`src/rtl/bitmask_index_encoder_pkg.sv`:
```
// Shared types and helpers for the bitmask index encoder.
package bitmask_index_encoder_pkg;

  localparam int MAX_N = 64;

  typedef enum logic {
    IDLE = 1'b0,
    EMIT = 1'b1
  } state_t;

  // True when the mask has zero or one bit set.
  function automatic logic at_most_one_set(input logic [MAX_N-1:0] m);
    return (m & (m - MAX_N'(1))) == '0;
  endfunction

endpackage

```
`src/rtl/bitmask_index_encoder_if.sv`:
```
// Mask-in / index-out handshake bundle for the bitmask index encoder.
interface bitmask_index_encoder_if #(
  parameter int N = 4
);
  localparam int IDX_W = $clog2(N);

  logic             in_valid;
  logic             in_ready;
  logic [N-1:0]     a;
  logic             out_valid;
  logic             out_ready;
  logic [IDX_W-1:0] out_idx;
  logic             out_last;
  logic             out_zero;

  modport master (
    output in_valid, a, out_ready,
    input  in_ready, out_valid, out_idx, out_last, out_zero
  );

  modport slave (
    input  in_valid, a, out_ready,
    output in_ready, out_valid, out_idx, out_last, out_zero
  );

endinterface

```
`src/rtl/bitmask_index_encoder_lsb_priority_encoder.sv`:
```
// Combinational lowest-set-bit priority encoder.
module lsb_priority_encoder #(
  parameter int N = 4
) (
  input  logic [N-1:0]         mask,
  output logic [$clog2(N)-1:0] idx,
  output logic                 any
);
  localparam int IDX_W = $clog2(N);

  always_comb begin
    idx = '0;
    any = |mask;
    // Scan downward so the lowest set bit is the final assignment.
    for (int i = N - 1; i >= 0; i--) begin
      if (mask[i]) idx = IDX_W'(i);
    end
  end

endmodule

```
`src/rtl/bitmask_index_encoder.sv`:
```
// Captures an N-bit request mask and emits the index of each set bit,
// lowest first, one per output handshake.
module bitmask_index_encoder
  import bitmask_index_encoder_pkg::*;
#(
  parameter int N = 4
) (
  input  logic                    clk,
  input  logic                    rst,
  bitmask_index_encoder_if.slave  bus,
  output logic                    busy
);
  localparam int IDX_W = $clog2(N);

  state_t           state_q, state_d;
  logic [N-1:0]     pending_q, pending_d;
  logic             zero_q, zero_d;
  logic [IDX_W-1:0] lsb_idx;
  logic             lsb_any;
  logic             emit;
  logic             last;

  lsb_priority_encoder #(.N(N)) u_lsb (
    .mask (pending_q),
    .idx  (lsb_idx),
    .any  (lsb_any)
  );

  assign emit = (state_q == EMIT);
  assign last = at_most_one_set(MAX_N'(pending_q));

  assign bus.in_ready  = (state_q == IDLE);
  assign bus.out_valid = emit;
  assign bus.out_idx   = (emit && lsb_any) ? lsb_idx : '0;
  assign bus.out_last  = emit && last;
  assign bus.out_zero  = emit && zero_q;
  assign busy          = emit;

  always_comb begin
    state_d   = state_q;
    pending_d = pending_q;
    zero_d    = zero_q;
    case (state_q)
      IDLE: begin
        if (bus.in_valid) begin
          pending_d = bus.a;
          zero_d    = (bus.a == '0);
          state_d   = EMIT;
        end
      end
      EMIT: begin
        if (bus.out_ready) begin
          // Drop the bit just emitted.
          pending_d = pending_q & (pending_q - N'(1));
          if (last) state_d = IDLE;
        end
      end
      default: state_d = IDLE;
    endcase
  end

  always_ff @(posedge clk) begin
    if (rst) begin
      state_q   <= IDLE;
      pending_q <= '0;
      zero_q    <= 1'b0;
    end else begin
      state_q   <= state_d;
      pending_q <= pending_d;
      zero_q    <= zero_d;
    end
  end

endmodule

```
`src/flat_wrapper.sv`:
```
// flat-port wrapper written by rule: the top's interface ports become plain ports
module bitmask_index_encoder_flat import bitmask_index_encoder_pkg::*;
#(
  parameter int N = 4
)
  (clk, rst, busy, bus_in_valid, bus_a, bus_out_ready, bus_in_ready, bus_out_valid, bus_out_idx, bus_out_last, bus_out_zero);
  bitmask_index_encoder_if #(.N(N)) bus_i ();
  input  logic clk;
  input  logic rst;
  output logic busy;
  input wire logic [$bits(bus_i.in_valid)-1:0] bus_in_valid;
  input wire logic [$bits(bus_i.a)-1:0] bus_a;
  input wire logic [$bits(bus_i.out_ready)-1:0] bus_out_ready;
  output wire logic [$bits(bus_i.in_ready)-1:0] bus_in_ready;
  output wire logic [$bits(bus_i.out_valid)-1:0] bus_out_valid;
  output wire logic [$bits(bus_i.out_idx)-1:0] bus_out_idx;
  output wire logic [$bits(bus_i.out_last)-1:0] bus_out_last;
  output wire logic [$bits(bus_i.out_zero)-1:0] bus_out_zero;
  assign bus_i.in_valid = bus_in_valid;
  assign bus_i.a = bus_a;
  assign bus_i.out_ready = bus_out_ready;
  assign bus_in_ready = bus_i.in_ready;
  assign bus_out_valid = bus_i.out_valid;
  assign bus_out_idx = bus_i.out_idx;
  assign bus_out_last = bus_i.out_last;
  assign bus_out_zero = bus_i.out_zero;
  bitmask_index_encoder #(.N(N)) u_core (.clk(clk), .rst(rst), .bus(bus_i), .busy(busy));
endmodule
```
`config.mk`:
```
export PLATFORM = sky130hd
export DESIGN_NAME = bitmask_index_encoder_flat
export DESIGN_NICKNAME = d
export VERILOG_FILES = /design/src/rtl/bitmask_index_encoder_pkg.sv /design/src/rtl/bitmask_index_encoder_if.sv /design/src/rtl/bitmask_index_encoder_lsb_priority_encoder.sv /design/src/rtl/bitmask_index_encoder.sv /design/src/flat_wrapper.sv
export SDC_FILE = /design/constraint.sdc
export NUM_CORES = 1
export LEC_CHECK = 0
export ABC_AREA = 1
export CORE_AREA = 2 2 39 41
export CTS_CLUSTER_DIAMETER = 30
export DETAILED_ROUTE_END_ITERATION = 8
export DIE_AREA = 0 0 41 43
export PLACE_DENSITY_LB_ADDON = 0.15
export SYNTH_ARGS = -nofsm -noshare
export SYNTH_HDL_FRONTEND = slang
export SYNTH_SLANG_ARGS = --single-unit
```
`constraint.sdc`:
```
create_clock -name clk -period 1.41 [get_ports clk]
set_clock_uncertainty 0.15 [all_clocks]
set_input_delay 0.282 -clock clk [delete_from_list [all_inputs] [get_ports clk]]
set_output_delay 0.282 -clock clk [all_outputs]
set_load 0.02 [all_outputs]
```
; ---- Yosys cells after proc, flatten, opt, wreduce, memory -nomap -nowiden
; Index checks and enable logic that the tools add are counted.
[totals]
input_bits = 8
output_inout_bits = 7
register_bits = 6
wordCells = 30
[op_classes]
bitwise = 3
n_mux = 12
n_addsub = 2
reduce_logical = 8
n_eq_ne = 2
[ops]
columns = operator, count
row1 = 4-bit by 64-bit AND with 64-bit output, 1
row2 = 64-bit logical NOT, 1
row3 = 2-bit two-way mux, 5
row4 = 4-bit two-way mux, 2
row5 = 4-bit case mux with 2 select lines, 1
row6 = "4-bit by 1-bit subtractor with 5-bit output, second input constant", 1
row7 = 4-bit AND, 1
row8 = 4-bit logical NOT, 1
row9 = "2-bit != test, second input constant", 2
row10 = 2-bit AND reduction, 2
row11 = 4-bit OR reduction, 1
row12 = "4-bit by 1-bit subtractor with 4-bit output, second input constant", 1
row13 = 1-bit logical AND, 3
row14 = 1-bit two-way mux, 3
row15 = 1-bit case mux with 2 select lines, 1
row16 = 1-bit NOT, 1

; ---- Depth between registers and ports, before layout
; Gate-level depths: netlist of the first run.
[logic_depth]
depth_word = 6
mapped_depth = 7
ltp_nobuf = 6

; ---- Hierarchy
; Synthesis of the first run repeated with hierarchy kept, for this count alone.
[hier_totals]
hier_cells = 65
area_unflattened_um2 = 430.4
[modules_own_cells]
columns = mod, cells_per_inst, instances, area_per_inst_um2
row1 = bitmask_index_encoder, 56, 1, 384.1
row2 = lsb_priority_encoder, 9, 1, 46.3

; ---- Least setup slack after synthesis of the first run
; No wires, ideal clock.
[synth_path]
path_kind = flip-flop to output port
start = register u_core.state_q, in the netlist u_core.bus.out_valid
end = output port bus_out_idx[0]
arrival_ns = 1.189
slack_ns = -0.211
path_stages_with_launch = 4
cell_sequence = dfxtp_1 buf_6 inv_6 nor3_1
[synth_via]
elab_chain_cells = 2
[synth_lines]
columns = item, line_no
row1 = from (decl), bitmask_index_encoder.sv:15  ; state_t state_q, state_d;
row2 = from (signal assigned), bitmask_index_encoder.sv:68  ; state_q <= state_d;
row3 = 1-bit logical AND, bitmask_index_encoder.sv:34  ; assign bus.out_idx = (emit && lsb_any) ? lsb_idx : '0;
row4 = 2-bit two-way mux, bitmask_index_encoder.sv:34
row5 = to (decl), flat_wrapper.sv:16  ; output wire logic [$bits(bus_i.out_idx)-1:0] bus_out_idx;
; No other way between the ends.

; ---- Worst setup path after layout of the first run
[layout_path]
start = register u_core.pending_q[1]
end = output port bus_out_last
[layout_via]
elab_chain_cells = 4
[layout_lines]
columns = item, line_no
row1 = from (decl), bitmask_index_encoder.sv:16  ; logic [N-1:0] pending_q, pending_d;
row2 = from (signal assigned), bitmask_index_encoder.sv:69  ; pending_q <= pending_d;
row3 = 4-bit by 1-bit subtractor with 5-bit output, bitmask_index_encoder_pkg.sv:13  ; return (m & (m - MAX_N'(1))) == '0;
row4 = 4-bit by 64-bit AND with 64-bit output (*), bitmask_index_encoder_pkg.sv:13
row5 = 64-bit logical NOT (*), bitmask_index_encoder_pkg.sv:13
row6 = 1-bit logical AND (*), bitmask_index_encoder.sv:35  ; assign bus.out_last = emit && last;
row7 = to (decl), flat_wrapper.sv:17  ; output wire logic [$bits(bus_i.out_last)-1:0] bus_out_last;
; Mark *: on every way between the ends. The rest lies on a longest branch, timed or not.

==> run_results.csv, run 1 <==
group,metric,value,unit
yosys,synth_mux_area_frac,0,
grt,antenna_found_initial,0,
yosys,synth_top_family_by_area,"simple AND/OR/NAND/NOR gates",
cells_and_area,drive_above_1_share,0.5955,
sta,final.period_utilization,1.095,
cells_and_area,multi_input_area,262.8,um2
yosys,synth_xor_xnor_area_share,0,
power,pwr-share-clk,0.260,
sta,fmax,647.6,MHz
power,internal_power,0.0004176,W
grt,grt-ovfl-total,0,
yosys,synthAdderAreaFrac,0,
cells_and_area,seq_area,133.9,um2
cells_and_area,final_nets,99,
die,ios,15,
yosys,yosysMostFrequentCell,"nand2_1",
yosys,avgSynthCellArea,6.765,um2
place,place_congestion,0.7810,
clock_network,cts_buffers,3,
sta,fin_ws,-0.1342,ns
cells_and_area,fin_util,0.5515,
route,vias,439,
sta,setup-violations-final,3,
cells_and_area,n_fill_cell,137,
die,chipHeight,43,um
grt,grt_first_pass_wirelength,1690,um
setup_path,cp_max_fo,5,
yosys,syn-num-nets,67,
worst_hold_path,min_path_type,"reg2reg",
sta,rsz0062_at_grt,"yes",
run_status,failed_checks,"negative setup slack",
die,start_util,0.2884,
sta,fin_setup_tns,-0.2275,ns
setup_path,start_kind,"flip-flop",
sta,fin_crit,1.544,ns
yosys,yosysTopAreaCellShare,0.3009,
power,p_total,0.0006190,W
route,first_pass_iters,4,
route,routed_wirelength,987,um
clock_network,cts_buffer_depth,2,
grt,grt_max_degree,7,
die,core-area,1384,um2
die,num_rows,14,
yosys,async_flop_share,0,
power,ir_worst_vdd,0.3617,mV
clock_network,cts_tree,"done",
job,cap_violations,0,
sta,slew_violations,0,
clock_network,clk_latency,0.25,ns
yosys,netlist_area,399.1,um2
sta,hold_viol,0,
yosys,synth-simple-area-share,0.3668,
route,drtIter0Drc,10,
sta,fin_hold_ws,0.3418,ns
power,p_leak,0.3692,nW
grt,grt_pass1_vias,426,
sta,slew_headroom,0.8670,
cells_and_area,diodes,0,
setup_path,critPathKind,"reg2out",
power,sw_frac_of_total,0.3254,
yosys,yosys.area.top_type,"dfxtp_1",
yosys,yosys_warnings,0,
clock_network,clock-sinks,6,
route,avgRoutedWirePerCell,9.400,um
power,power.net_switching,0.0002014,W
clock_network,path_clk_slew,0.05,ns
power,power.density,811.0,nW/um2
place,numPortBuffers,14,
route,via_per_inst,4.181,
place,dp_hpwl,744.9,um
setup_path,cp.required,0.98,ns
yosys,synth_edf_count,0,
power,p_comb_frac,0.406,
cells_and_area,syn2layout_area_growth,91.22,%
yosys,yosysSeqAreaShare,0.3009,
yosys,ys_types,20,
clock_network,cts_max_level,1,
yosys,synth_commonest_cells,"nand2_1, nor2_1, dfxtp_1, inv_1",
setup_path,worstSetupEndpointType,"primary output",
yosys,ys.flop_type,"dfxtp_1",
yosys,ys_seq_elements,6,
clock_network,cts_root_buffer,"clkbuf_4",
die,fp.dieW,41,um
power,seq_power_share,0.334,
route,drc,0,
grt,track_usage,0.1437,
run_status,outcome,"complete, but fails checks",
yosys,syn_inst,59,
setup_path,crit_arrival,1.11,ns
yosys,synth-compound-area-share,0.1755,
route,drtAntennaViolNets,0,
yosys,synth_area_leaders,"dfxtp_1, nand2_1, nand2_4",
sta,tightestPinTransition,0.1987,ns
die,dieArea,1763,um2
final cells by class:
cell class                 count  area share
timing repair buffer          29      0.3672
inverter                      10     0.05738
sequential                     6      0.1754
clock buffer                   3     0.02951
tap                           16     0.02623
multi-input combinational     41      0.3443
logic make-up after synthesis:
kind of cell           count (synthesis)
flip-flops                             6
AND/OR/NAND/NOR                       29
buffers and inverters                 12
AO/OA/AOI/OAI                         12
critical path: stages (launching register included):
cell and delay, ns:
dfxtp_4 0.36, nor2_4 0.10, nand2_2 0.05, nand2_2 0.06, nand3_2 0.06, nor2_2 0.11
buf_6 0.12
power by group through the flow:
stage | combinational, W | clock [W] | sequential (W)
2_1_floorplan | 0.000115 | 0 | 0.000204
3_3_place_gp | 0.000209 | 0 | 0.000202
3_5_place_dp | 0.000208 | 0 | 0.000203
4_1_cts | 0.000219 | 0.000167 | 0.000204
5_1_grt | 0.000277 | 0.000184 | 0.000210
6_report | 0.000251 | 0.000161 | 0.000207
state kept, by name, indices dropped and copies added, names as in the netlist:
name and flops:
u_core.zero_q 1, u_core.pending_q 4, u_core.bus.out_valid 1
through the flow:
stage / setup slack [ns] / std cells / area, um2
floorplan: 0.02715 / 59 / 415.4
global placement: -0.3150 / 98 / 639.4
detailed placement: -0.3270 / 98 / 639.4
CTS: -0.1221 / 102 / 684.4
global route: -0.2240 / 105 / 763.2
finish: -0.1342 / 105 / 763.2
what timing repair did:
item / in CTS / in global routing
endpoints found under the setup margin: 7 / 8
hold endpoints to repair: 0 / 0
gates resized for setup: 46 / 22
hold buffers: 0 / 0
buffers inserted: 1 / 3
pin swaps: 0 / 4
worst paths after layout:
check                            start                   to  slack [ns]  cells past startpoint
hold / removal           u_core.zero_q        u_core.zero_q        0.34                      2
setup / recovery   u_core.pending_q[1]         bus_out_last       -0.13                      6
hold reg to reg          u_core.zero_q        u_core.zero_q        0.34                      2
setup reg to reg  u_core.bus.out_valid  u_core.pending_q[3]        0.08                      8
cell usage in the layout (no fill, tap or decap), types with 2 or more instances in the layout:
| master | n |
|---|---|
| a21oi_1 | 3 |
| nor2_1 | 5 |
| dfxtp_4 | 3 |
| nand2_1 | 9 |
| nand2_4 | 4 |
| a21oi_2 | 3 |
| clkdlybuf4s50_1 | 7 |
| buf_4 | 10 |
| clkbuf_4 | 3 |
| inv_1 | 4 |
| nor2_2 | 2 |
| inv_2 | 4 |
| buf_6 | 12 |
| o21ai_1 | 3 |
| dfxtp_2 | 2 |
| nand2_2 | 4 |
metal layers:
metal	global-route usage	vias to the layer above	part of all wire
li1	-	242	-
met3	0.03141	3	0.046
met4	0.1000	0	0.017
met2	0.2094	16	0.51
met5	0	-	0
met1	0.1774	178	0.42
Power figures use the tool's default switching activity.
==> run 2, diff against run 1 <==
- SKIP_LAST_GASP: unset -> 1
==> run 2 against run 1 <==
Against the previous run: the flow still finishes with violations (negative setup slack); die area unchanged; total power down 1.2%; global-route usage unchanged.
==> run_results.csv, run 2 (synthesized netlist as in run 1, its figures left out) <==
group,metric,value,unit
die,start_util,0.2884,
route,routed_wirelength,976,um
setup_path,reg2reg_from,"u_core.bus.out_valid",
clock_network,cts_root_buffer,"clkbuf_4",
clock_network,clk_latency,0.25,ns
cells_and_area,final_common_cell,"buf_6",
sta,setup-violations-final,3,
sta,fin_ws,-0.1327,ns
route,vias,441,
setup_path,start_kind,"flip-flop",
setup_path,slowest_delay,0.36,ns
route,first_pass_iters,4,
grt,grt-ovfl-total,0,
grt,antenna_found_initial,0,
setup_path,cp_max_fo,5,
die,fp.dieW,41,um
place,dp_hpwl,744.9,um
place,placed_cells_incl_taps,98,
sta,tightestPinTransition,0.1980,ns
cells_and_area,n_fill_cell,141,
power,p_leak,0.3674,nW
cells_and_area,multi_input_area,254.0,um2
die,dieArea,1763,um2
sta,slew_violations,0,
cells_and_area,stdcell_count,105,
clock_network,path_clk_slew,0.05,ns
place,place_congestion,0.7810,
sta,fin_hold_ws,0.3584,ns
clock_network,cts_buffers,3,
setup_path,crit_arrival,1.11,ns
cells_and_area,top_register,"u_core.pending_q",
run_status,outcome,"complete, but fails checks",
route,via_per_inst,4.200,
cells_and_area,final_nets,99,
die,core-area,1384,um2
cells_and_area,syn2layout_area_growth,89.03,%
grt,grt_max_degree,7,
worst_hold_path,min_path_type,"reg2reg",
setup_path,critPathKind,"reg2out",
sta,final.period_utilization,1.094,
place,numPortBuffers,14,
setup_path,crit_top_cell,"nand2_2",
sta,hold_viol,0,
die,chipHeight,43,um
route,drtAntennaViolNets,0,
cells_and_area,drive_above_1_share,0.5730,
sta,rsz0062_at_grt,"yes",
grt,grt_first_pass_wirelength,1690,um
grt,track_usage,0.1437,
die,ios,15,
sta,slew_headroom,0.8674,
route,avgRoutedWirePerCell,9.295,um
power,power.density,810.3,nW/um2
route,drtIter0Drc,2,
route,drc,0,
cells_and_area,largest_reg_flops,4,
worst_hold_path,min_from,"u_core.zero_q",
setup_path,critPathSlowestCell,"dfxtp_4",
power,ir_worst_vdd,0.3544,mV
clock_network,cts_max_level,1,
sta,fin_crit,1.543,ns
grt,grt_pass1_vias,426,
sta,fmax,648.2,MHz
die,num_rows,14,
cells_and_area,seq_area,133.9,um2
clock_network,ctsHoldBuffers,0,
cells_and_area,diodes,0,
clock_network,cts_tree,"done",
setup_path,worstSetupEndpointType,"primary output",
cells_and_area,final_cell_mix,"buf_6, buf_4, nand2_1, clkdlybuf4s50_1",
run_status,failed_checks,"negative setup slack",
job,cap_violations,0,
setup_path,crit_start,"u_core.pending_q[1]",
setup_path,crit_path_cell_trace,"nor2_4 > nand2_2 > nand2_2 > nand3_2 > nor2_2 > buf_6",
setup_path,cp.required,0.98,ns
clock_network,clock-sinks,6,
clock_network,cts_buffer_depth,2,
run 2: cell counts in the layout (fill, tap and decap cells not counted):
Identical to the previous run, type by type.
run 2: final timing paths:
kind	endpoint	slack, ns	cells past startpoint
hold / removal	u_core.zero_q	0.36	2
setup / recovery	bus_out_last	-0.13	6
setup reg to reg	u_core.pending_q[2]	0.07	8
hold reg to reg	u_core.zero_q	0.36	2
run 2: final cells by class:
class                           instances  area share
Clock buffer                            3     0.02985
Inverter                               10     0.05804
Multi-Input combinational cell         41      0.3367
Sequential cell                         6      0.1774
Tap cell                               16     0.02653
Timing Repair Buffer                   29      0.3715
run 2: critical path: cells and delay by family (launching register included):
| family | cells | cell delay, ns |
|---|---|---|
| buffers and inverters | 1 | 0.12 |
| DFF | 1 | 0.36 |
| and+or+nand+nor | 5 | 0.38 |
run 2: layer usage:
metal	global-route usage	share of wire
met3	0.03141	0.044
met4	0.1000	0.030
met1	0.1774	0.42
met5	0	0
met2	0.2094	0.50
run 2: stage by stage:
step           area (um2)  TNS (ns)    util  setup WS [ns]  total power (W)
2_1_floorplan       415.4         0       -        0.02715        0.0003188
3_3_place_gp        639.4    -1.780  0.4620        -0.3150        0.0004111
3_5_place_dp        639.4    -1.765  0.4620        -0.3270        0.0004106
4_1_cts             684.4   -0.2359  0.4946        -0.1221        0.0005903
5_1_grt             754.5   -0.4737  0.5452        -0.2243        0.0006651
6_report            754.5   -0.2186  0.5452        -0.1327        0.0006114
run 2: where the power goes:
| group | total, W | internal (W) | switching [W] |
|---|---|---|---|
| combinational | 0.000246 | 0.000133 | 0.000113 |
| clock | 0.000159 | 0.0000964 | 0.0000630 |
| sequential | 0.000206 | 0.000186 | 0.0000199 |
| total | 0.000611 | 0.000415 | 0.000196 |
run 2: repair_timing:
item,CTS,global route
gates cloned,0,0
gates resized for setup,46,18
endpoints found under the setup margin,7,8
setup buffers,1,3
endpoints found under the hold margin,0,0
pin swaps,0,4
